## config.mk

```make
export PLATFORM = sky130hd
export DESIGN_NAME = pcs_tx_mlane
export DESIGN_NICKNAME = d
export VERILOG_FILES = /design/src/rtl/pcs_tx_mlane.sv
export SDC_FILE = /design/constraint.sdc
export NUM_CORES = 1
export LEC_CHECK = 0
export BUFFER_PORTS_ARGS = -buffer_cell sky130_fd_sc_hd__buf_2
export CAP_MARGIN = 0
export CORE_AREA = 2 2 208 210
export CTS_BUF_LIST = sky130_fd_sc_hd__clkbuf_8
export DETAILED_ROUTE_END_ITERATION = 10
export DIE_AREA = 0 0 210 212
export GPL_ROUTABILITY_DRIVEN = 0
export PLACE_DENSITY = 0.71
export SLEW_MARGIN = 20
export SYNTH_ARGS = -nofsm -noshare
export SYNTH_HDL_FRONTEND = slang
export SYNTH_SLANG_ARGS = --single-unit
```

## constraint.sdc

```tcl
create_clock -name clk -period 3 [get_ports clk]
set_input_delay 0.6 -clock clk [delete_from_list [all_inputs] [get_ports clk]]
set_output_delay 0.6 -clock clk [all_outputs]
set_load 0.005 [all_outputs]
```

## src/rtl/pcs_tx_mlane.sv

```systemverilog
// pcs_tx_mlane: multi-lane 64b/66b PCS transmit stage.
// Scrambles the payloads of LANE_N encoded blocks per cycle using one shared
// x^58+x^39+1 scrambler. Sync headers pass through unscrambled.
// Optionally inserts per-lane alignment markers carrying BIP3/BIP7.
//
// Build option:
//   PCS_TX_MLANE_AM_EN  defined   -> alignment markers, BIP, ready_o backpressure
//                       undefined -> plain scrambled stream, am_o=0, ready_o=1
//
// Ports:
//   clk      in   clock, all state on rising edge
//   reset    in   synchronous active-high reset
//   valid_i  in   blocks present on head_i/data_i
//   head_i   in   LANE_N sync headers, lane l at [l*HEAD_W +: HEAD_W]
//   data_i   in   LANE_N unscrambled payloads, lane l at [l*DATA_W +: DATA_W]
//   ready_o  out  transfer accepted this cycle when valid_i=1
//   valid_o  out  data_o carries blocks for the gearbox
//   am_o     out  data_o carries alignment markers
//   data_o   out  lane l at [l*66 +: 66] = {payload, header}
module pcs_tx_mlane #(
   parameter int                   LANE_N   = 4,
   parameter int                   DATA_W   = 64,
   parameter int                   HEAD_W   = 2,
   parameter int                   AM_GAP   = 16383,
   parameter logic [LANE_N*24-1:0] AM_TABLE = {24'h3D79A2, 24'h9B65C5, 24'hE6C4F0, 24'h477690}
) (
   input  logic                              clk,
   input  logic                              reset,
   input  logic                              valid_i,
   input  logic [LANE_N*HEAD_W-1:0]          head_i,
   input  logic [LANE_N*DATA_W-1:0]          data_i,
   output logic                              ready_o,
   output logic                              valid_o,
   output logic                              am_o,
   output logic [LANE_N*(DATA_W+HEAD_W)-1:0] data_o
);

   localparam int BLK_W = DATA_W + HEAD_W;
   localparam int PAY_N = LANE_N * DATA_W;

   logic [57:0]             scr_q;
   logic [57:0]             scr_nxt;
   logic [PAY_N-1:0]        scr_data;
   logic [LANE_N*BLK_W-1:0] tx_blk;
   logic [LANE_N*BLK_W-1:0] data_q;
   logic [LANE_N*BLK_W-1:0] data_d;
   logic                    valid_q, valid_d;
   logic                    am_q, am_d;
   logic                    xfer;

   // Serial scrambler unrolled over every payload bit of the cycle, lane 0
   // bit 0 first; s[0] holds the most recent scrambled bit.
   always_comb begin
      logic [57:0] s;
      logic        o;
      s        = scr_q;
      o        = 1'b0;
      scr_data = '0;
      for (int b = 0; b < PAY_N; b++) begin
         o           = data_i[b] ^ s[38] ^ s[57];
         scr_data[b] = o;
         s           = {s[56:0], o};
      end
      scr_nxt = s;
   end

   always_comb begin
      tx_blk = '0;
      for (int l = 0; l < LANE_N; l++)
         tx_blk[l*BLK_W +: BLK_W] = {scr_data[l*DATA_W +: DATA_W], head_i[l*HEAD_W +: HEAD_W]};
   end

`ifdef PCS_TX_MLANE_AM_EN
   logic [13:0]             gap_q, gap_d;
   logic [LANE_N*8-1:0]     bip_q, bip_d;
   logic [LANE_N*BLK_W-1:0] am_blk;
   logic                    am_slot;

   // BIP3 contribution of one 66b block; header bits fold into bits 3 and 4.
   function automatic logic [7:0] bip_of(input logic [BLK_W-1:0] blk);
      logic [7:0] r;
      for (int i = 0; i < 8; i++) begin
         r[i] = 1'b0;
         for (int k = 0; k < 8; k++)
            r[i] = r[i] ^ blk[2+i+8*k];
      end
      r[3] = r[3] ^ blk[0];
      r[4] = r[4] ^ blk[1];
      return r;
   endfunction

   assign am_slot = (gap_q == 14'(AM_GAP));
   assign ready_o = ~reset & ~am_slot;
   assign xfer    = valid_i & ready_o;

   // Payload bytes 0..7 = M0,M1,M2,BIP3,~M0,~M1,~M2,~BIP3 (byte 0 in bits [7:0]).
   always_comb begin
      am_blk = '0;
      for (int l = 0; l < LANE_N; l++)
         am_blk[l*BLK_W +: BLK_W] = {~bip_q[l*8 +: 8], ~AM_TABLE[l*24 +: 24],
                                     bip_q[l*8 +: 8], AM_TABLE[l*24 +: 24], 2'b01};
   end

   always_comb begin
      gap_d   = gap_q;
      bip_d   = bip_q;
      data_d  = data_q;
      valid_d = 1'b0;
      am_d    = 1'b0;
      if (am_slot) begin
         valid_d = 1'b1;
         am_d    = 1'b1;
         data_d  = am_blk;
         gap_d   = '0;
         // the marker opens the next BIP period
         for (int l = 0; l < LANE_N; l++)
            bip_d[l*8 +: 8] = bip_of(am_blk[l*BLK_W +: BLK_W]);
      end else if (xfer) begin
         valid_d = 1'b1;
         data_d  = tx_blk;
         gap_d   = gap_q + 14'd1;
         for (int l = 0; l < LANE_N; l++)
            bip_d[l*8 +: 8] = bip_q[l*8 +: 8] ^ bip_of(tx_blk[l*BLK_W +: BLK_W]);
      end
   end

   always_ff @(posedge clk) begin
      if (reset) begin
         gap_q <= '0;
         bip_q <= '0;
      end else begin
         gap_q <= gap_d;
         bip_q <= bip_d;
      end
   end
`else
   assign ready_o = ~reset;
   assign xfer    = valid_i & ~reset;

   always_comb begin
      valid_d = xfer;
      am_d    = 1'b0;
      data_d  = xfer ? tx_blk : data_q;
   end
`endif

   always_ff @(posedge clk) begin
      if (reset) begin
         valid_q <= 1'b0;
         am_q    <= 1'b0;
         data_q  <= '0;
         scr_q   <= 58'h3FF_FFFF_FFFF_FFFF;
      end else begin
         valid_q <= valid_d;
         am_q    <= am_d;
         data_q  <= data_d;
         if (xfer)
            scr_q <= scr_nxt;
      end
   end

   // Outputs are forced low while reset is held, even before the first edge.
   assign valid_o = valid_q & ~reset;
   assign am_o    = am_q & ~reset;
   assign data_o  = reset ? '0 : data_q;

endmodule

```

==> results.md, run 1 <==
* Total gr overflow at 0
* Buf+Inv Stages, Crit Path at 0
* Asr flop ratio synth at 0%
* Synthesis-to-layout area growth at 28.5%
* Mapped Avg Cell Area at 10.5 sq um
* Vias at roughly 15,000
* CTS buffer count at 58
* Fillers at between 3,000 and 4,000
* Crit path largest cell delay at 0.54 ns
* Gr usage total at between 30% and 40%
* Top-count cell post-synth: dfxtp_1
* Met2 usage at about three fifths
* Worst-margin pin slew at about 0.73 ns
* Sequential area share after synthesis at between 30% and 40%
* Post-DP HPWL at between 50 and 60 mm
* Setup_tns at 0 ns
* CTS tree: built
* Starting DRT DRC Count at around 1,000
* Synth cell count leaders: dfxtp_1, xnor2_1, nor2b_1
* Synth top area share at 33.7%
* Status: finished clean
* Worst hold slack at roughly 0.17 ns
* Final worst-path cycle share at 97.7%
* Drt pass-1 iters at 7
* Worst skew pair latency at 0.68 ns
* Primary FF master, synth: dfxtp_1
* GR Util met1 at about a third
* Met3 Track Usage GR at 9.11%
* Setup-failing EPs final at 0
* Maximum level of the CTS H-tree at 2
* Ranking of synthesized cells by area: dfxtp_1, xnor2_1, xnor3_1
* Slew Limit Fails at 0
* Starting Density at a little under half
* Final Hold Vio Count at 0
* Final min period at 2.93 ns
* FP Rows at 76
* Largest area contributor in the netlist: dfxtp_1
* Max-cap violation count at 0
* Final wirelength at between 70 and 80 mm
* Slowest CP cell: dfxtp_1
* Post-Synthesis Cells at ~1,800
* CP Capture Type: flop
* CTS clk-pin slew, worst paths at roughly 0.070 ns
* Nets@finish at approximately 2,700
* Vert. Die Dim at roughly 210 microns
* Largest net degree at the start of global routing at around 100
* Yosys Warn Count at 0
* Post-route DRC at 0
* Final Skew at approximately 0.043 ns
* Hold-fix buffers at CTS at 0
* Final non-filler cell area at roughly 25,000 sq um
* EDFF count, synth at 0
* Syn Nets at approximately 2,100
* Number of port buffers at approximately 530
* Initial antenna violation count at 11
* Post-DR wirelength/cell at about 24 microns
* First-pass GRT wire length at ~100 mm
* Crit path DAT at approximately 3.5 ns
* Die Area at between 40,000 and 50,000 sq um
* Max Root-Sink Buffers at 3
* Worst Path Required at between 3 and 4 ns
* Crit-path leading delay family: XOR/XNOR gates
* Fraction of layout cells with a size suffix above 1 at a little over a third
* Kind of start point of the critical path: flop
* #FFs+latches synth at approximately 320
* Slew HR at roughly 51%
* Vias in the first global route at ~16,000
* Crit-path cells: xor3_1 -> xnor2_1 -> xnor3_1 -> xnor3_1 -> xor2_1 -> nand2_1 -> nand2_1
* CORE AREA at approximately 43,000 sq um
* Sink Count at around 320
* Worst hold path class: input pin to flop
* Max Fclk at about 340 MHz
* Root buffer cell: clkbuf_8
* Post-Synthesis Cell Area at about 19,000 sq um
* Largest fanout on the critical path at 4
* RSZ-0062 raised after global routing: false
* Distinct cell type count of the synthesized netlist at 34
* Number of vias per cell at between 5 and 6
* Setup Fix Bufs, Post-CTS at 0
* Die X at 210 microns
* Worst Setup Path Type: flop to flop
* Global route hottest layer: met2
* Ports at 534
* Placed Area at ~23,000 sq um
* Antenna Nets Post-Route at 0
registers in the layout, summed over array words and instances, names as in the netlist:
name,flops
data_q,264
valid_q,1
scr_q,58
worst register-to-register path: stages, from the launching register on:
cell and delay, ns:
dfxtp_1 0.54, xor3_1 0.45, xnor2_1 0.36, xnor3_1 0.51, xnor3_1 0.40, xor2_1 0.29, nand2_1 0.20, nand2_1 0.10
cells in the final DEF (no fill, tap or decap), types with 2 or more instances in the layout:
master | netlist | final
buf_2 | 2 | 530
dfxtp_1 | 323 | 323
xnor2_1 | 273 | 268
nor2b_1 | 266 | 266
nor2_1 | 140 | 140
buf_4 | 1 | 122
nand2_1 | 117 | 116
a21oi_1 | 101 | 101
xor2_1 | 103 | 100
mux2i_1 | 79 | 79
clkbuf_8 | 0 | 77
xnor3_1 | 76 | 76
mux2_2 | 69 | 69
xor3_1 | 48 | 48
xnor2_2 | 24 | 29
a21o_1 | 27 | 27
o21ai_0 | 23 | 23
a22o_1 | 21 | 21
inv_1 | 1 | 20
buf_12 | 0 | 13
o2bb2ai_1 | 10 | 10
a21bo_2 | 8 | 8
xnor3_2 | 7 | 7
xor2_2 | 2 | 5
xor3_2 | 4 | 4
clkinv_2 | 0 | 4
inv_6 | 0 | 3
diode_2 | 0 | 2
nand2b_1 | 2 | 2
xnor2_4 | 2 | 2
bufinv_16 | 0 | 2
logic make-up after synthesis:
| family | count (synthesis) | synth area share (%) |
|---|---|---|
| simple gates | 526 | 13.8 |
| other cells | 1 | 0.0196 |
| flops | 323 | 33.7 |
| xor+xnor | 539 | 35.9 |
| mux | 148 | 8.18 |
| buf+inv | 104 | 2.07 |
| compound gates | 193 | 6.26 |
final timing paths:
path                    start          end  slack, ns  cells past startpoint
setup reg to reg    scr_q[19]     scr_q[3]       0.07                      7
hold reg to reg   data_q[208]  data_q[208]       0.45                      2
setup / recovery    scr_q[19]     scr_q[3]       0.07                      7
hold / removal      head_i[0]    data_q[0]       0.17                      3
what timing repair did:
| item | 4_1_cts | 5_1_grt |
|---|---|---|
| resized for setup | 1 | 7 |
| gates cloned | 0 | 0 |
| setup endpoints to repair | 1 | 12 |
layout make-up:
type / count / area (sq um) / share of cell area [%]
diodes: 2 / 5.00 / 0.0203
inverters: 3 / 18.8 / 0.0762
clock buffers: 77 / 1060 / 4.30
well taps: 546 / 683 / 2.77
flip-flops and latches: 323 / 6470 / 26.2
repair buffers: 667 / 3850 / 15.6
clock inverters: 27 / 169 / 0.686
multi-input cells: 1407 / 12400 / 50.2
routing by layer:
layer	share of wire, %	wire length [microns]
met5	0.17	122
met4	4.7	3410
met2	52	37700
met1	36	26300
met3	7.5	5460
metrics by stage:
stage	worst slack (ns)	utilization, %	std cells
after floorplan	0.350	-	1834
after global placement	-0.0610	54.9	2946
after detailed placement	-0.0732	54.9	2946
after CTS	0.00971	57.8	3050
after global routing	0.00902	58.0	3051
final	0.0678	58.0	3052
Power of run 1 is left out: the tool's default activity adds up to more than one toggle a clock period on the data nets, which glitch-free logic cannot reach.
==> run 2: changes to the inputs <==
Settings changed: ABC_AREA set to 1, CORE_AREA 2 2 208 210 to 2 2 206 208, DIE_AREA 0 0 210 212 to 0 0 208 210, PLACE_DENSITY 0.71 to 0.78.
==> results.md, run 2 <==
* CTS clk-pin slew, worst paths at roughly 0.060 ns
* Number of port buffers at about 530
* Internal at 12.4 mW
* Crit-path cells: nand2_1 -> nand2_1 -> nand2_2 -> nand2_2 -> nand2_1 -> nand2_1 -> nand2_1 -> nand2_2 -> nand2_1 -> nand2_1 -> nand2_1 -> nand2_2 -> nand2_1 -> nand2_2 -> inv_1 -> nand2_1 -> nand2_1 -> nand2_1 -> nand3_1 -> nand3_1 -> nand2_1
* RSZ-0062 raised after global routing: false
* Final Hold Vio Count at 0
* Worst reg2reg path startpoint: scr_q[21]
* Synth top area share at 30.4%
* Slew HR at a little over half
* Fillers at between 4,000 and 5,000
* Sequential Power Share at around a quarter
* Crit path DAT at approximately 3.2 ns
* Ranking of synthesized cells by area: dfxtp_1, nand2_1, inv_1
* EDFF count, synth at 0
* Total gr overflow at 0
* Final min period at between 2 and 3 ns
* Largest net degree at the start of global routing at 91
* Post-Synthesis Cells at roughly 3,600
* Hold-fix buffers at CTS at 0
* Final Skew at ~0.025 ns
* Post-DP HPWL at roughly 55 mm
* Worst Setup Path Type: flop to flop
* Sequential area share after synthesis at 30.4%
* Critical Path Start: scr_q[21]
* CORE AREA at approximately 41,000 sq um
* FP Rows at between 70 and 80
* Worst Path Required at 3.54 ns
* Starting Density at approximately half
* Slew Limit Fails at 0
* Final Util at around three fifths
* Clk network pwr share at 17.5%
* Post-route DRC at 0
* Nets@finish at between 4,000 and 5,000
* Worst-case reg-to-reg path depth at 21
* Crit path capture: scr_q[4]
* Max Fclk at around 380 MHz
* Vert. Die Dim at around 210 microns
* Final non-filler cell area at ~26,000 sq um
* Die X at 208 microns
* Antenna Nets Post-Route at 0
* CP most frequent cell: nand2_1
* Most frequent cells in the layout: nand2_1, inv_1, buf_2
* Number of flip-flops in the largest register at between 200 and 300
* CP Capture Type: flop
* Kind of start point of the critical path: flop
* Fraction of layout cells with a size suffix above 1 at around a fifth
* P per Cell Area at around 930 nW/um^2
* Gr usage total at between 30% and 40%
* Asr flop ratio synth at 0%
* Worst hold path class: input pin to flop
* CTS tree: built
* Commonest non-fill, non-tap cell in the layout: nand2_1
* Worst skew pair latency at 0.66 ns
* #FFs+latches synth at 323
* Resize count post-CTS at 0
* Worst-margin pin slew at about 0.68 ns
* Die Area at 43,700 sq um
* Largest area contributor in the netlist: dfxtp_1
* Post-DR wirelength/cell at 15.0 microns
* Static leakage at 15.0 nW
* First-pass GRT wire length at 110 mm
* Syn Nets at 3,885
* Worst Hold Launch: head_i[4]
* Worst reg2reg endpoint: scr_q[4]
* Synth cell count leaders: nand2_1, inv_1, nand3_1
* Switching part of the total at between 40% and 50%
* Sink Count at around 320
* CTS buffer count at 58
* Mapped Avg Cell Area at around 6 sq um
* Drt pass-1 iters at 6
* Crit path largest cell delay at roughly 0.45 ns
* Final wirelength at approximately 71 mm
* Maximum level of the CTS H-tree at 2
* Largest fanout on the critical path at 5
* Setup Fix Bufs, Post-CTS at 0
* Vias at 24,000
* Top-count cell post-synth: nand2_1
* NetSw at between 10 and 15 mW
* Distinct cell type count of the synthesized netlist at 33
* Largest regs: data_q x264, scr_q x58, valid_q x1
* Top reg by flops: data_q
* Slowest CP cell: dfxtp_1
* Post-Synthesis Cell Area at 21,300 sq um
* Vias in the first global route at roughly 21,000
* Gate power share at between 50% and 60%
* Ports at approximately 530
* Placed Area at between 20,000 and 25,000 sq um
* Setup-failing EPs final at 0
* Max Root-Sink Buffers at 3
* Max-cap violation count at 0
* Root buffer cell: clkbuf_8
* Status: finished clean
* Worst VDD drop at between 0.0005 and 0.0006 V
* Starting DRT DRC Count at approximately 1,900
* Number of vias per cell at 5.08
* Yosys Warn Count at 0
* Synthesis-to-layout area growth at 20.8%
* Place WS at ~0.20 ns
* Fin worst setup slack at about 0.38 ns
* Setup_tns at 0 ns
* Pwr Total at approximately 24 mW
* Reg2Reg Setup Slack at roughly 0.38 ns
* Final worst-path cycle share at approximately 87%
* Primary FF master, synth: dfxtp_1
* Initial antenna violation count at 7
-- run 2: worst min-delay path by stage --
stage | end | slack, ns | depth (start not counted)
after floorplan | data_q[240] | 0.43 | 2
after global placement | data_q[248] | 0.44 | 2
after detailed placement | data_q[248] | 0.44 | 2
after CTS | data_q[199] | 0.11 | 3
after global routing | data_q[132] | 0.13 | 3
final | data_q[132] | 0.14 | 3
-- run 2: metal layers --
layer | global-route usage, % | share of wire, %
met2 | 53.1 | 46
met5 | 0 | 0.032
met1 | 39.6 | 42
met3 | 5.42 | 7.8
met4 | 13.0 | 4.0
-- run 2: cells by family (layout without fill, tap and decap cells) --
family	Yosys count	in the layout	synth area share (%)
other	1	6	0.0176
buffers and inverters	736	1293	13.1
flip-flops	323	323	30.4
XOR/XNOR	97	97	4.17
AO/OA/AOI/OAI	292	292	7.61
AND/OR/NAND/NOR	2169	2169	44.7
-- run 2: layout make-up --
cell class	count	area, sq um	area share (%)
clock inverter	28	145	0.565
timing repair buffer	559	2960	11.5
sequential	323	6470	25.2
tap	539	674	2.62
clock buffer	73	1000	3.91
multi-input combinational	2559	12000	46.9
inverter	633	2390	9.29
antenna	5	12.5	0.0487
-- run 2: stage by stage --
stage                     cells  hold slack, ns
after CTS                  4714           0.106
after global routing       4719           0.133
final                      4719           0.145
after floorplan            3618           0.426
after global placement     4613           0.439
after detailed placement   4613           0.439
-- run 2: worst max-delay path, delay by kind of cell (launching register included) --
| family | cells | cell delay (ns) |
|---|---|---|
| simple gates | 20 | 2.00 |
| flops | 1 | 0.45 |
| buf+inv | 1 | 0.06 |
-- run 2: power groups by stage --
stage                     clock (mW)  combinational (mW)  sequential, mW
after floorplan                    0                10.1            6.03
after CTS                       4.23                13.5            6.14
after detailed placement           0                13.4            6.23
final                           4.18                13.6            6.16
after global routing            4.45                15.4            6.27
after global placement             0                13.1            6.19
(Power assumes the default switching activity.)
